<file path="src/rtl/anvil_fetch_queue.sv">
// anvil_fetch_queue: sequential instruction prefetcher with a DEPTH-entry
// {addr, word} FIFO between the instruction bus and decode.
// Optional feature macro: FETCH_BYPASS_EN (combinational empty-queue bypass
// from i_rdata/i_addr to inst/inst_addr).
//
// Handshakes: a bus transfer completes on a rising edge where i_valid && i_ready;
// i_valid/i_addr stay constant until then. The consumer takes the head on a
// rising edge where inst_valid && inst_ready. redirect_valid wins over both.
module anvil_fetch_queue #(
    parameter int          DEPTH    = 4,
    parameter logic [31:0] RESET_PC = 32'h0000_0000
) (
    input  logic                         clk,
    input  logic                         resetn,
    output logic                         i_valid,
    input  logic                         i_ready,
    output logic [31:0]                  i_addr,
    input  logic [31:0]                  i_rdata,
    output logic                         inst_valid,
    input  logic                         inst_ready,
    output logic [31:0]                  inst,
    output logic [31:0]                  inst_addr,
    input  logic                         redirect_valid,
    input  logic [31:0]                  redirect_pc,
    output logic [$clog2(DEPTH+1)-1:0]   fill_level,
    output logic [1:0]                   fsm_state
);

    localparam int PW = $clog2(DEPTH);
    localparam int CW = $clog2(DEPTH+1);
    localparam logic [CW-1:0] DEPTH_C = CW'(DEPTH);

    typedef enum logic [1:0] {
        ST_IDLE = 2'd0,
        ST_REQ  = 2'd1,
        ST_DROP = 2'd2
    } state_t;

    state_t        state_q, state_d;
    logic [31:0]   fetch_pc_q, fetch_pc_d;
    logic [31:0]   drop_addr_q, drop_addr_d;
    logic [31:0]   mem_addr [DEPTH];
    logic [31:0]   mem_word [DEPTH];
    logic [PW-1:0] wr_ptr_q, rd_ptr_q;
    logic [CW-1:0] count_q, count_d;
    logic          push, wr_en, rd_en, space_ok;

    // A response is kept only from a live (non-discarded) request without redirect.
    assign push     = (state_q == ST_REQ) && i_ready && !redirect_valid;
    assign rd_en    = (count_q != '0) && inst_ready && !redirect_valid;
    assign count_d  = count_q + CW'(wr_en) - CW'(rd_en);
    assign space_ok = (count_d < DEPTH_C);

    assign i_valid    = (state_q != ST_IDLE);
    // While discarding, the abandoned address stays on the bus until it completes.
    assign i_addr     = (state_q == ST_DROP) ? drop_addr_q : fetch_pc_q;
    assign fill_level = count_q;
    assign fsm_state  = state_q;

    // Head presentation, optionally bypassing the storage when the queue is empty.
    always_comb begin
        wr_en      = push;
        inst_valid = (count_q != '0);
        inst       = mem_word[rd_ptr_q];
        inst_addr  = mem_addr[rd_ptr_q];
`ifdef FETCH_BYPASS_EN
        if ((count_q == '0) && push) begin
            inst_valid = 1'b1;
            inst       = i_rdata;
            inst_addr  = i_addr;
            // A word consumed straight off the bus never occupies an entry.
            wr_en      = !inst_ready;
        end
`endif
    end

    // Request FSM next state and fetch address bookkeeping.
    always_comb begin
        state_d     = state_q;
        fetch_pc_d  = fetch_pc_q;
        drop_addr_d = drop_addr_q;
        if (redirect_valid) begin
            fetch_pc_d = redirect_pc & ~32'd3;
            case (state_q)
                ST_IDLE: state_d = ST_REQ;
                ST_REQ: begin
                    if (i_ready) begin
                        state_d = ST_REQ;
                    end else begin
                        state_d     = ST_DROP;
                        drop_addr_d = fetch_pc_q;
                    end
                end
                // A discard completing in the redirect cycle frees the bus at once.
                ST_DROP: state_d = i_ready ? ST_REQ : ST_DROP;
                default: state_d = ST_IDLE;
            endcase
        end else begin
            case (state_q)
                ST_IDLE: if (space_ok) state_d = ST_REQ;
                ST_REQ: begin
                    if (i_ready) begin
                        fetch_pc_d = fetch_pc_q + 32'd4;
                        state_d    = space_ok ? ST_REQ : ST_IDLE;
                    end
                end
                ST_DROP: if (i_ready) state_d = space_ok ? ST_REQ : ST_IDLE;
                default: state_d = ST_IDLE;
            endcase
        end
    end

    // FSM and fetch address registers.
    always_ff @(posedge clk or negedge resetn) begin
        if (!resetn) begin
            state_q     <= ST_IDLE;
            fetch_pc_q  <= RESET_PC;
            drop_addr_q <= '0;
        end else begin
            state_q     <= state_d;
            fetch_pc_q  <= fetch_pc_d;
            drop_addr_q <= drop_addr_d;
        end
    end

    // FIFO storage, pointers and occupancy; redirect empties the queue.
    always_ff @(posedge clk or negedge resetn) begin
        if (!resetn) begin
            for (int i = 0; i < DEPTH; i++) begin
                mem_addr[i] <= '0;
                mem_word[i] <= '0;
            end
            wr_ptr_q <= '0;
            rd_ptr_q <= '0;
            count_q  <= '0;
        end else if (redirect_valid) begin
            wr_ptr_q <= '0;
            rd_ptr_q <= '0;
            count_q  <= '0;
        end else begin
            if (wr_en) begin
                mem_addr[wr_ptr_q] <= i_addr;
                mem_word[wr_ptr_q] <= i_rdata;
                wr_ptr_q           <= wr_ptr_q + PW'(1);
            end
            if (rd_en) begin
                rd_ptr_q <= rd_ptr_q + PW'(1);
            end
            count_q <= count_d;
        end
    end

endmodule

</file>
<file path="config.mk">
export PLATFORM = sky130hd
export DESIGN_NAME = anvil_fetch_queue
export DESIGN_NICKNAME = d
export VERILOG_FILES = /design/src/rtl/anvil_fetch_queue.sv
export SDC_FILE = /design/constraint.sdc
export NUM_CORES = 1
export LEC_CHECK = 0
export CAP_MARGIN = 20
export CORE_MARGIN = 2
export CORE_UTILIZATION = 60
export CTS_CLUSTER_SIZE = 28
export DETAILED_ROUTE_END_ITERATION = 16
export PLACE_DENSITY = 0.92
export SYNTH_ARGS = -nofsm -noshare
export SYNTH_HDL_FRONTEND = slang
export SYNTH_SLANG_ARGS = --single-unit
</file>
<file path="constraint.sdc">
create_clock -name clk -period 6.4 [get_ports clk]
set_clock_uncertainty 0.15 [all_clocks]
set_input_delay 1.28 -clock clk [delete_from_list [all_inputs] [get_ports clk]]
set_output_delay 1.28 -clock clk [all_outputs]
set_load 0.02 [all_outputs]
</file>
==> summary.md <==
| Metric | Value |
|---|---|
| Largest net degree at the start of global routing | 133 |
| CP Data Arrival Time | 3.32 ns |
| Die area | 25,000 um^2 |
| Post-synthesis simple-gate area fraction | 0.0775 |
| Final Max Slew Viols | 0 |
| Global-route usage over all layers | 0.263 |
| Routed wire per std cell | 20.1 um |
| Sequential share of the synthesized area | 0.558 |
| Drt first pass iters | 5 |
| Total power | 7810 uW |
| RSZ-0062 raised after global routing | no |
| Final WL | 32,300 um |
| Initial Utilization | 0.608 |
| CTS Root Cell | clkbuf_16 |
| Final nets | 1,346 |
| Die Wd | 158 um |
| Setup crit start kind | flip-flop |
| Final instance area | 17,200 um^2 |
| Netlist cell types | 42 |
| Ys async rst share | 1.00 |
| Worst slew margin | 0.319 |
| Post-detail-place hpwl | 20,100 um |
| Final Setup Violations | 0 |
| Synthesized cell area | 14,200 um^2 |
| Ports | 172 |
| Number of vias per cell | 5.99 |
| Fin cells | 1,608 |
| Status | finished clean |
| Multiplexer share of the synthesized area | 0.243 |
| Cts repair resizes | 0 |
| Slew @ Worst Pin | 1.02 ns |
| Post-DP Area | 16,100 um^2 |
| Clock Sinks | 317 |
| Crit path capture type | output port |
| Antenna violations before repair | 0 |
| Leak Pwr | 0.00758 uW |
| Clock Latency Late Sink | 0.56 ns |
| Number of synthesized register bits | 317 |
| Synth Area per Inst | 12.6 um^2 |
| CTS Hold Bufs | 0 |
| Area Growth Syn to Fin | 20.8% |
| H-tree depth | 1 |
| Die height | 158 um |
| Crit Path Max Fanout | 30 |
| Congestion Overflow GR | 0 |
| Via count | 9,636 |
| Number of DRC markers in iteration 0 | 714 |
| Number of diodes | 0 |
| Number of global-route vias before repair | 9,850 |
| Crit path kind | flip-flop to output port |
| Maximum VDD drop | 0.230 mV |
| Final Cycle Share | 0.741 |
| Cell Pwr Density | 455 nW/um^2 |
| Worst Path Required | 4.97 ns |
| Placed Cells | 1,551 |
| Ratio of cells with drive above 1 in the final layout | 0.227 |
| Ys Warns | 0 |
| Largest family of logic cells by synthesized area | multiplexers |
| Fraction of the mapped netlist area in adder cells | 0.0111 |
| Num rows | 56 |
| F_max | 211 MHz |
| Setup TNS | 0 ns |
| CTS max path bufs | 3 |
| Final min period | 4.75 ns |
| Synth Flop Type | dfrtp_1 |
| CTS tree | built |
| Routability cong. | 0.815 |
| I/O Buffers | 165 |
| Core area | 23,400 um^2 |
| Xor/xnor share of the synthesized area | 0.0114 |
| First-pass GRT wire length | 51,700 um |
| Maximum capacitance violations | 0 |
| Number of hold violations in the final report | 0 |
| Post-synth EDFFs | 0 |
| Routed Antenna Nets | 0 |
| HP Class | flip-flop to flip-flop |
| Post-CTS Repair Setup Buffers | 0 |
| DRC | 0 |
| Cells after synthesis | 1,132 |
| CTS clock-pin slew for the worst setup and hold paths | 0.07 ns |
| Cts bufs inserted | 31 |
| Compound-Gate Fraction of Synth Area | 0.0652 |
[where the power goes]
group	internal [uW]	switching, uW	leakage (uW)
Combinational	1510	1330	0.00295
Clock	1130	774	0.000521
Sequential	2650	425	0.00411
[cell usage in the layout, fill, tap and decap left out, types with 2 or more instances in the layout]
| cell | synthesis | final |
|---|---|---|
| xor2_1 | 9 | 9 |
| clkbuf_16 | 0 | 31 |
| conb_1 | 1 | 4 |
| clkinv_2 | 0 | 2 |
| mux2i_1 | 31 | 31 |
| clkinvlp_4 | 0 | 2 |
| o21ai_0 | 138 | 138 |
| clkbuf_8 | 0 | 10 |
| o31ai_1 | 12 | 12 |
| or3_1 | 3 | 3 |
| nand2_4 | 0 | 4 |
| nand4_1 | 7 | 7 |
| clkdlybuf4s50_1 | 0 | 164 |
| or2_2 | 2 | 2 |
| nor2b_1 | 3 | 3 |
| o41ai_1 | 3 | 3 |
| a31oi_1 | 12 | 12 |
| dfrtp_1 | 317 | 315 |
| nor2_1 | 19 | 19 |
| clkbuf_1 | 57 | 7 |
| o211ai_1 | 2 | 2 |
| ha_1 | 11 | 10 |
| nand2_1 | 157 | 153 |
| nand3_1 | 17 | 17 |
| mux2_2 | 155 | 155 |
| inv_1 | 42 | 42 |
| and4_1 | 2 | 2 |
| and3_1 | 3 | 3 |
| or4_1 | 20 | 20 |
| mux4_2 | 62 | 62 |
| buf_4 | 4 | 12 |
| bufinv_16 | 0 | 3 |
| nor4_1 | 3 | 3 |
| xnor2_1 | 7 | 7 |
[metrics by stage]
stage | setup slack [ns] | hold slack [ns] | utilization
final | 1.65 | 0.327 | 0.734
after global routing | 1.49 | 0.353 | 0.734
after CTS | 1.67 | 0.331 | 0.734
after detailed placement | 1.94 | 0.316 | 0.689
after global placement | 2.03 | 0.306 | 0.689
after floorplan | 2.83 | 0.295 | -
[cell usage after synthesis (all sizes together), types with 8 or more instances]
cell type	instances	area, um^2
a31oi	12	75.1
buf	24	109
clkbuf	57	214
dfrtp	317	7930
ha	11	138
inv	42	158
mux2	155	1750
mux2i	31	310
mux4	62	1400
nand2	157	589
nand3	18	103
nand4	8	56.3
nor2	19	71.3
o21ai	138	691
o31ai	12	90.1
or4	20	150
xor2	9	78.8
[metal layers]
layer / GRT usage / up-vias / routed length (um)
li1: - / 4296 / -
met1: 0.361 / 4940 / 13500
met2: 0.445 / 358 / 16200
met3: 0.0433 / 42 / 2150
met4: 0.0691 / 0 / 504
met5: 0 / - / 0
[final cells by class]
class | count | area [um^2]
clock buffer | 48 | 940
clock inverter | 9 | 133
fill | 1437 | 6220
inverter | 43 | 161
multi-input combinational | 694 | 5850
sequential | 317 | 7940
tap | 319 | 399
timing repair buffer | 178 | 1770
[cells by family after synthesis]
logic type / Yosys count
compound gates: 171
simple gates: 242
flops: 317
fa+ha+maj: 12
other cells: 1
buf+inv: 124
mux: 248
xor+xnor: 17
[flip-flops by register name (all words and copies together) (netlist names)]
signal and flops:
drop_addr_q 30, rd_ptr_q 2, fetch_pc_q 30, mem_addr 120, mem_word 128, fill_level 3
fsm_state 2, wr_ptr_q 2
[final timing paths]
check                              from  depth (start not counted)             to  slack, ns
setup / recovery           fsm_state[0]                          5     i_addr[16]       1.65
hold / removal             mem_addr[12]                          2   mem_addr[12]       0.33
setup reg to reg           fsm_state[1]                         13   fsm_state[1]       3.07
hold reg to reg            mem_addr[12]                          2   mem_addr[12]       0.33
max in group asynchronous        resetn                          2    rd_ptr_q[0]       4.03
min in group asynchronous        resetn                          1  mem_word[101]       0.70
[critical path, cell delays in order, from the launching register on]
cell             delay, ns
dfrtp_1               0.45
inv_1                 0.13
ha_2                  0.84
mux2i_1               0.66
inv_1                 0.10
clkdlybuf4s50_1       0.56
Power figures use the tool's default switching activity.
